### src/rtl/id_ex_stage.sv
// ID/EX pipeline register with load-use hazard detection, WB-to-ID operand bypass
// and a saturating count of inserted load-use bubbles.
module id_ex_stage #(
  parameter int DATA_W = 32,
  parameter int CNT_W  = 16
) (
  input  logic              clk_i,
  input  logic              rst_n_i,
  input  logic              hold_i,
  input  logic              flush_i,
  input  logic              id_valid_i,
  input  logic [7:0]        id_ctrl_i,
  input  logic [DATA_W-1:0] id_rs_data_i,
  input  logic [DATA_W-1:0] id_rt_data_i,
  input  logic [DATA_W-1:0] id_imm_i,
  input  logic [4:0]        id_rs_addr_i,
  input  logic [4:0]        id_rt_addr_i,
  input  logic [4:0]        id_rd_addr_i,
  input  logic              wb_regwrite_i,
  input  logic [4:0]        wb_rd_addr_i,
  input  logic [DATA_W-1:0] wb_data_i,
  output logic              ex_valid_o,
  output logic [7:0]        ex_ctrl_o,
  output logic [DATA_W-1:0] ex_rs_data_o,
  output logic [DATA_W-1:0] ex_rt_data_o,
  output logic [DATA_W-1:0] ex_imm_o,
  output logic [4:0]        ex_rs_addr_o,
  output logic [4:0]        ex_rt_addr_o,
  output logic [4:0]        ex_rd_addr_o,
  output logic              pc_write_o,
  output logic              if_id_write_o,
  output logic [CNT_W-1:0]  stall_cnt_o
);

  // Bit position of MemRead inside the packed control byte.
  localparam int MEMREAD_BIT = 5;

  logic              hz;
  logic              bubble;
  logic              count_stall;
  logic [DATA_W-1:0] rs_data_next;
  logic [DATA_W-1:0] rt_data_next;

  assign hz = id_valid_i & ex_valid_o & ex_ctrl_o[MEMREAD_BIT] & (ex_rt_addr_o != 5'd0) &
              ((ex_rt_addr_o == id_rs_addr_i) | (ex_rt_addr_o == id_rt_addr_i));

  // Flush squashes the same slot the hazard would bubble, so it also releases the PC.
  assign pc_write_o    = ~hold_i & ~(hz & ~flush_i);
  assign if_id_write_o = pc_write_o;

  assign bubble      = flush_i | hz;
  assign count_stall = hz & ~flush_i & (stall_cnt_o != {CNT_W{1'b1}});

  always_comb begin
    rs_data_next = id_rs_data_i;
    rt_data_next = id_rt_data_i;
    if (wb_regwrite_i && (wb_rd_addr_i != 5'd0) && (wb_rd_addr_i == id_rs_addr_i))
      rs_data_next = wb_data_i;
    if (wb_regwrite_i && (wb_rd_addr_i != 5'd0) && (wb_rd_addr_i == id_rt_addr_i))
      rt_data_next = wb_data_i;
  end

  always_ff @(posedge clk_i or negedge rst_n_i) begin
    if (!rst_n_i) begin
      ex_valid_o   <= 1'b0;
      ex_ctrl_o    <= 8'd0;
      ex_rs_data_o <= '0;
      ex_rt_data_o <= '0;
      ex_imm_o     <= '0;
      ex_rs_addr_o <= 5'd0;
      ex_rt_addr_o <= 5'd0;
      ex_rd_addr_o <= 5'd0;
      stall_cnt_o  <= '0;
    end else if (!hold_i) begin
      if (bubble) begin
        ex_valid_o   <= 1'b0;
        ex_ctrl_o    <= 8'd0;
        ex_rs_data_o <= '0;
        ex_rt_data_o <= '0;
        ex_imm_o     <= '0;
        ex_rs_addr_o <= 5'd0;
        ex_rt_addr_o <= 5'd0;
        ex_rd_addr_o <= 5'd0;
        if (count_stall)
          stall_cnt_o <= stall_cnt_o + {{(CNT_W-1){1'b0}}, 1'b1};
      end else begin
        ex_valid_o   <= id_valid_i;
        ex_ctrl_o    <= id_valid_i ? id_ctrl_i : 8'd0;
        ex_rs_data_o <= rs_data_next;
        ex_rt_data_o <= rt_data_next;
        ex_imm_o     <= id_imm_i;
        ex_rs_addr_o <= id_rs_addr_i;
        ex_rt_addr_o <= id_rt_addr_i;
        ex_rd_addr_o <= id_rd_addr_i;
      end
    end
  end

endmodule

### config.mk
export PLATFORM = sky130hd
export DESIGN_NAME = id_ex_stage
export DESIGN_NICKNAME = d
export VERILOG_FILES = /design/src/rtl/id_ex_stage.sv
export SDC_FILE = /design/constraint.sdc
export NUM_CORES = 1
export LEC_CHECK = 0
export BUFFER_PORTS_ARGS = -buffer_cell sky130_fd_sc_hd__buf_2
export CELL_PAD_IN_SITES_DETAIL_PLACEMENT = 1
export CELL_PAD_IN_SITES_GLOBAL_PLACEMENT = 2
export CORE_MARGIN = 10
export CORE_UTILIZATION = 29
export CTS_CLUSTER_SIZE = 10
export DETAILED_ROUTE_END_ITERATION = 10
export PLACE_DENSITY = 0.9
export SYNTH_ARGS = -nofsm -noshare
export SYNTH_HDL_FRONTEND = slang
export SYNTH_SLANG_ARGS = --single-unit
### constraint.sdc
create_clock -name clk_i -period 6.5 [get_ports clk_i]
set_input_delay 0.975 -clock clk_i [delete_from_list [all_inputs] [get_ports clk_i]]
set_output_delay 0.975 -clock clk_i [all_outputs]
set_load 0.02 [all_outputs]
### After elaboration in Yosys (flattened, before gate mapping)

Index checks and enable logic that the tools add are counted.
W data, S select, Z words.

* bitwise logic cells: 12
* mux-type cells: 11
* reductions and logical operators: 6
* $add $sub $neg: 1
* equal/unequal tests: 5

Operator list (number)
* $mux W32: 5
* $eq A5 B5 Y1: 4
* $add A16 B1 Y16 const B: 1
* $mux W8: 2
* $ne A16 B16 Y1 const B: 1
* $mux W5: 3
* $reduce_bool A5 Y1: 2
* $and A1 B1 Y1: 7
* $logic_and A1 B1 Y1: 3
* $not A1 Y1: 3
* $reduce_and A3 Y1: 1
* $or A1 B1 Y1: 2
* $mux W1: 1

* input port bits: 162
* register bits: 136

### Logic depth before layout (Yosys ltp)

Gate-level depths: netlist of run 1.

* depth after elaboration: 7
* mapped depth: 10

### Worst setup path after synthesis of run 1

Ideal clock, no wire load.

* path type: input -> output
* from: input hold_i
* to: output pc_write_o
* data required time: 5525 ps
* stages on the path: 5
* setup slack: 3501 ps
* data arrival time: 2024 ps
* path through: buf_6 -> clkbuf_1 -> clkbuf_1 -> nor2_1 -> buf_4

* cells in the longest elaborated chain, start to end: 2

Ends and longest elaborated chain
* start, declared: line 9 `input logic hold_i,`
* $not A1 Y1 (no line)
* $and A1 B1 Y1: line 48 `assign pc_write_o = ~hold_i & ~(hz & ~flush_i);`
* end, declared: line 30 `output logic pc_write_o,`

No other way between the ends.

### Final worst setup path of run 1

* from: input hold_i
* to: output if_id_write_o

* cells in the longest elaborated chain, start to end: 2

Ends and longest elaborated chain
* $not A1 Y1 (no line)
* $and A1 B1 Y1: line 48
* end, declared: line 31 `output logic if_id_write_o,`

No other way between the ends.

==> key figures, run 1 <==
Outcome
  – Outcome: complete, no violations

Drt
  – Post-route DRC violation count: 0
  – Drt total wl: 21.9 mm
  – Vias: 5150
  – Post-route ant nets: 0
  – Via/cell ratio: 4.80
  – Drt pass-1 iters: 4
  – WL per Instance: 20.5 µm
  – Iteration-0 DRC Markers: 284

Power and ir drop
  – Tot Pwr: 0.00231 W
  – PD cells: 280 mW/mm²
  – Peak VDD IR: 0.153 mV
  – Leakage: 4.13 nW

Clock network
  – CTS Buffer Depth: 2
  – Post-CTS Setup Bufs: 0
  – Clock Pin Slew Worst Setup and Hold Paths: 0.06 ns
  – CTS Sinks: 136
  – Hold buffer count at CTS: 0
  – CTS tree: built
  – Cts bufs inserted: 17
  – Clock tree root driver cell: clkbuf_16
  – Clock network latency to the later pin of the worst-skew pair: 0.41 ns
  – Post-cts sizing count: 0
  – CTS H-tree depth: 4

Synthesis
  – Cell variety after synth: 33
  – Seq/Total Area, Yosys: 0.571
  – Syn nets: 666
  – Top_reg_cell synth: dfrtp_1
  – Post-synth EDFFs: 0
  – Yosys reg bits: 136
  – Syn. warnings: 0
  – Cells after Synth: 503
  – Post-synth ARST share: 1.00
  – Cell Area, Synth: 0.00596 mm²
  – Synthesized area per cell: 11.9 µm²

Global route
  – Pin count of the biggest net entering global routing: 78
  – Gr usage total: 0.161
  – Vias in the first global route: 5790
  – Congestion Overflow GR: 0
  – First-pass GRT wire length: 33.8 mm
  – Initial antenna violation count: 1

Timing
  – Worst-margin pin slew: 1.07 ns
  – Final TNS setup: 0 ns
  – Min Tclk post-route: 3.57 ns
  – Period utilization: 0.549
  – Hold Vio Cnt, Final: 0
  – Fmax achieved: 0.280 GHz
  – Worst Skew: 0.0137 ns
  – Final setup viols: 0
  – Max-slew headroom: 0.289
  – Unrepaired setup endpoints after global routing: no
  – Count of pins over their slew limit: 0

Finish
  – Filler instances: 2304
  – Register area: 0.00340 mm²
  – Util after Layout: 0.408
  – Multi-input logic area: 0.00234 mm²
  – Nets: 952
  – Syn-to-layout area delta: 38.3%
  – Diodes inserted: 0
  – Layout cells sized above 1: 0.434
  – Design Area, Final: 0.00825 mm²

Floorplanning
  – Die height: 163 µm
  – Core area: 0.0202 mm²
  – Die W: 163 µm
  – Placement Rows: 52
  – Die ar.: 0.0267 mm²
  – Initial Utilization: 0.295
  – Ports: 300

Setup path
  – Cell mode on critical path: buf_4
  – Largest delay share family, worst path: buffers and inverters
  – R2R Setup Slk: 3.86 ns
  – Crit path buf inv count: 3
  – CP peak stage delay: 0.70 ns
  – Crit-path max FO: 77
  – CP Launch Type: input port
  – CP required: 5.52 ns
  – Critical Path End Type: output pin
  – Slowest-stage cell, CP: buf_4
  – Critical path class: input port to output pin
  – Arrival @ worst endpoint: 2.59 ns
  – CP cell instances: buf_4, buf_4, nor2_1, buf_2

Job
  – Max-Cap Viols: 0

Place
  – Port Buffer Count: 299
  – Final HPWL DP: 16.6 mm
  – Placed Area: 0.00763 mm²
  – GPL Wtd Cong: 0.813

Worst hold path
  – Min-Delay Path Class: flip-flop to flip-flop
## layer usage
layer / GRT usage / share of wire / up-vias
met5: 0 / 0.00032 / -
met4: 0.0439 / 0.011 / 2
met3: 0.0667 / 0.099 / 15
met2: 0.256 / 0.47 / 228
met1: 0.196 / 0.42 / 2527
li1: - / - / 2378
## flip-flops by register name, indices dropped and copies added, names as in the netlist
name	flops
ex_rd_addr_o	5
ex_rs_addr_o	5
ex_rs_data_o	32
ex_ctrl_o	8
ex_valid_o	1
ex_rt_data_o	32
ex_rt_addr_o	5
stall_cnt_o	16
ex_imm_o	32
## area by class of cell
cell class / instances / area share
Clock buffer: 18 / 0.0532
Clock inverter: 14 / 0.0224
Multi-Input combinational cell: 330 / 0.284
Sequential cell: 136 / 0.412
Tap cell: 270 / 0.0409
Timing Repair Buffer: 304 / 0.187
## final timing paths
kind,start,end,depth (start not counted)
min reg2reg,ex_rt_data_o[25]$_DFFE_PN0N_,ex_rt_data_o[25]$_DFFE_PN0N_,2
min,ex_rt_data_o[25]$_DFFE_PN0N_,ex_rt_data_o[25]$_DFFE_PN0N_,2
max reg2reg,ex_rt_addr_o[1]$_DFFE_PN0N_,ex_ctrl_o[7]$_DFFE_PN0N_,5
min in group asynchronous,rst_n_i,ex_imm_o[0]$_DFFE_PN0N_,1
max in group asynchronous,rst_n_i,ex_imm_o[6]$_DFFE_PN0N_,2
max,hold_i,if_id_write_o,4
## worst min-delay path, stage by stage (launching register included)
cell and delay, ns:
dfrtp_1 0.33, nand2_1 0.05, o21ai_0 0.06
## cell usage after synthesis, types with 2 or more instances
master      n  area (µm²)
xnor2_1    29         254
nor2_1      4        15.0
a32o_1      8        80.1
nor4_4      2        42.5
mux2_2      2        22.5
o21ai_1    20         100
buf_2       7        35.0
o21ai_0    44         220
and4_1      2        17.5
clkbuf_1   20        75.1
or4_1       2        15.0
xor2_1      5        43.8
nand4_1     8        50.1
dfrtp_1   136        3400
buf_4       2        15.0
and2_1      2        12.5
a22o_1     47         412
nand3_1     7        35.0
and3_1      4        25.0
mux2i_1    64         641
nand2_1    69         259
and3_2      2        15.0
buf_6       7        78.8
## layout by cell type (no fill, tap or decap), types with 2 or more instances in the layout
| master | count |
|---|---|
| nand4_1 | 8 |
| and3_1 | 4 |
| buf_2 | 297 |
| xnor2_1 | 29 |
| nor2_1 | 4 |
| a22o_1 | 47 |
| or4_1 | 2 |
| buf_4 | 6 |
| nand3_1 | 7 |
| bufinv_16 | 3 |
| mux2_2 | 2 |
| xor2_1 | 5 |
| o21ai_1 | 20 |
| o21ai_0 | 44 |
| and4_1 | 2 |
| clkbuf_16 | 17 |
| a32o_1 | 8 |
| mux2i_1 | 64 |
| inv_6 | 5 |
| dfrtp_1 | 136 |
| and3_2 | 2 |
| nor4_4 | 2 |
| clkinv_4 | 4 |
| nand2_1 | 69 |
## stage by stage
| step | hold slack, ns | setup slack [ns] | cells |
|---|---|---|---|
| 5_1_grt | 0.504 | 2.82 | 1072 |
| 3_5_place_dp | 0.469 | 2.96 | 1040 |
| 3_3_place_gp | 0.461 | 2.94 | 1040 |
| 6_report | 0.477 | 2.93 | 1072 |
| 2_1_floorplan | 0.593 | 3.50 | 503 |
| 4_1_cts | 0.484 | 2.97 | 1072 |
## power by group
part           total, W  internal, W  switching (W)
Clock           0.00103     0.000625       0.000400
Sequential     0.000940     0.000904      0.0000353
Combinational  0.000343     0.000129       0.000214
## cells by family after synthesis
logic type	after synthesis	synth area share
DFF	136	0.571
AOI/OAI and AO/OA	124	0.144
and+or+nand+nor	105	0.0852
muxes	66	0.111
buffers and inverters	37	0.0367
xor gates and xnor gates	34	0.0499
adders and majority gates	1	0.00210
Note: power is estimated with default switching activity, not from simulation.
==> run 2, diff against run 1 <==
CORE_UTILIZATION = 25   (was 29)
PLACE_DENSITY = 0.83   (was 0.9)
clock period = 2.95 ns   (was 6.5 ns; I/O delays follow)
==> run 2 against run 1 <==
  * Count of clock-buffer cells in the layout up 1
  * Die area grew 14%
  * Final cell count grew 5.0%
  * Sequential cell count stayed put
  * Register-to-register slack got worse by 3.3 ns
  * Sequential share of layout area fell by 0.65 points
  * Sequential power is 120% higher
  * Critical path depth rose by 2
  * Via count barely moved
  * Power up 120%
==> key figures, run 2 (synthesis results as in run 1) <==
Setup path
  – Crit-path max FO: 5 (-94%)
  – R2R cell count: 6 (+1)
  – CP Launch Type: flip-flop
  – R2R Path Start: stall_cnt_o[0]$_DFFE_PN0P_
  – CP required: 2.51 ns (-3.01 ns)
  – Reg2reg end: stall_cnt_o[1]$_DFFE_PN0P_
  – Arrival @ worst endpoint: 2.29 ns (-0.30 ns)
  – Critical path class: flip-flop to output pin
  – Critical Path End Type: output pin
  – R2R Setup Slk: 0.52 ns (-3.34 ns)

Clock network
  – Clock tree root driver cell: clkbuf_16
  – Clock Pin Slew Worst Setup and Hold Paths: 0.07 ns (about the same)
  – Clock network latency to the later pin of the worst-skew pair: 0.42 ns (about the same)
  – CTS H-tree depth: 4 (unchanged)
  – CTS Buffer Depth: 2 (unchanged)
  – CTS Sinks: 136 (unchanged)
  – Post-CTS Setup Bufs: 0 (unchanged)
  – Cts bufs inserted: 17 (unchanged)
  – CTS tree: built

Timing
  – Worst-margin pin slew: 0.881 ns (-0.185 ns)
  – Period utilization: 0.926
  – Hold Vio Cnt, Final: 0 (unchanged)
  – Fmax achieved: 0.366 GHz
  – Worst Skew: 0.00947 ns (-0.00427 ns)
  – Final TNS setup: 0 ns (unchanged)
  – Final setup viols: 0 (unchanged)
  – Unrepaired setup endpoints after global routing: no
  – Max-slew headroom: 0.413 (+0.123)
  – Count of pins over their slew limit: 0 (unchanged)
  – Min Tclk post-route: 2.73 ns

Drt
  – Vias: 5154 (+0.078%)
  – Post-route ant nets: 0 (unchanged)
  – WL per Instance: 20.1 µm (-1.7%)
  – Iteration-0 DRC Markers: 284 (unchanged)
  – Post-route DRC violation count: 0 (unchanged)
  – Metal2 WL: 10.4 mm (+0.67%)
  – Max layer used: met5
  – Drt total wl: 22.7 mm (+3.2%)
  – Metal3 WL: 2.25 mm (+3.4%)
  – Metal-1 WL: 9.73 mm (+5.9%)
  – Via/cell ratio: 4.58 (-4.7%)
  – Drt pass-1 iters: 6 (+2)

Job
  – Max-Cap Viols: 0 (unchanged)

Floorplanning
  – Core area: 0.0235 mm² (+16%)
  – Die height: 174 µm (+6.8%)
  – Initial Utilization: 0.254 (-0.0407)
  – Die W: 174 µm (+6.8%)
  – Die ar.: 0.0304 mm² (+14%)
  – Placement Rows: 56 (+7.7%)
  – Ports: 300 (unchanged)

Outcome
  – Outcome: complete, no violations

Global route
  – Initial antenna violation count: 3 (+2)
  – First-pass GRT wire length: 35.1 mm (+3.9%)
  – Congestion Overflow GR: 0 (unchanged)
  – Pin count of the biggest net entering global routing: 80 (+2.6%)
  – Gr usage total: 0.146 (-0.0147)
  – Vias in the first global route: 5760 (-0.52%)

Finish
  – Register area: 0.00340 mm² (unchanged)
  – Multi-input logic area: 0.00235 mm² (+0.11%)
  – Nets: 957 (+0.53%)
  – Filler instances: 2710 (+18%)
  – Commonest non-fill, non-tap cells in the layout: buf_2, dfrtp_1, nand2_1
  – Diodes inserted: 0 (unchanged)
  – Layout cells sized above 1: 0.436 (+0.00227)
  – Syn-to-layout area delta: 40.6%
  – Commonest non-fill, non-tap cell in the layout: buf_2
  – Final std cells w/o fill: 1126 (+5.0%)
  – Largest regs: ex_imm_o x32, ex_rs_data_o x32, ex_rt_data_o x32

Worst hold path
  – Min-Delay Path Class: input port to flip-flop
  – Hold path depth: 2 (unchanged)
  – Worst hold start: id_imm_i[29]
  – Hold endpoint: ex_imm_o[29]$_DFFE_PN0N_

Power and ir drop
  – Logic gate share of total power: 0.154 (+0.005)
  – Cell-internal power: 0.00357 W (+110%)
  – Peak VDD IR: 0.275 mV (+80%)
  – Net Sw Frac: 0.287 (+0.00564)
  – Clk network pwr share: 0.432 (-0.012)
  – Switch Pwr: 0.00143 W (+120%)
  – Flop pwr share: 0.414 (+0.007)
  – PD cells: 596 mW/mm² (+110%)
  – Leakage: 4.14 nW (+0.39%)

Place
  – Final HPWL DP: 16.9 mm (+2.4%)
  – Placed Cells incl. Taps: 1093 (+5.1%)
  – Port Buffer Count: 299 (unchanged)
  – GPL Wtd Cong: 0.767 (-5.6%)
run 2: worst max path at each step:
stage	from	end	cells after the start
floorplan	ex_rt_addr_o[1]$_DFFE_PN0N_	pc_write_o	6
global placement	stall_cnt_o[0]$_DFFE_PN0P_	stall_cnt_o[1]$_DFFE_PN0P_	6
detailed placement	stall_cnt_o[0]$_DFFE_PN0P_	stall_cnt_o[1]$_DFFE_PN0P_	6
CTS	ex_rt_addr_o[1]$_DFFE_PN0N_	pc_write_o	6
global route	ex_rt_addr_o[1]$_DFFE_PN0N_	pc_write_o	6
finish	ex_rt_addr_o[1]$_DFFE_PN0N_	pc_write_o	6
run 2: layer usage:
| metal | vias to the layer above | global-route usage |
|---|---|---|
| met5 | - | 0 |
| met4 | 4 | 0.0356 |
| met3 | 21 | 0.0676 |
| met2 | 234 | 0.230 |
| met1 | 2505 | 0.177 |
| li1 | 2390 | - |
run 2: what timing repair did:
| action | in CTS | in global routing |
|---|---|---|
| gates resized for setup | 0 | 2 |
| hold buffers | 1 | 0 |
| setup endpoints to repair | 0 | 1 |
| hold endpoints to repair | 45 | 0 |
run 2: worst max-delay path: stages, from the launching register on:
cell       delay [ns]
dfrtp_1          0.44
or4_1            0.56
o2111ai_2        0.24
nand2b_2         0.20
nor2_1           0.06
nor2_2           0.14
clkbuf_4         0.22
run 2: area by class of cell:
cell class                 instances  share of cell area
clock buffer                      19              0.0528
clock inverter                    13              0.0173
multi-input combinational        330               0.280
sequential                       136               0.406
tap                              319              0.0476
timing repair buffer             309               0.197
run 2: stage by stage:
step / utilization / hold WS (ns) / setup WS, ns / instance area, µm² / power [W]
after CTS: 0.357 / 0.208 / 0.0845 / 8380 / 0.00509
after global routing: 0.357 / 0.216 / 0.0751 / 8380 / 0.00526
after global placement: 0.332 / 0.432 / 0.612 / 7780 / 0.00288
final: 0.357 / 0.235 / 0.220 / 8380 / 0.00500
after floorplan: - / 0.147 / 0.556 / 5960 / 0.00249
after detailed placement: 0.332 / 0.432 / 0.536 / 7780 / 0.00289
run 2: power groups by stage:
stage	sequential, W	clock [W]	combinational (W)
5_1_grt	0.00209	0.00232	0.000847
3_3_place_gp	0.00210	0	0.000779
2_1_floorplan	0.00226	0	0.000229
4_1_cts	0.00207	0.00223	0.000792
6_report	0.00207	0.00216	0.000771
3_5_place_dp	0.00210	0	0.000788
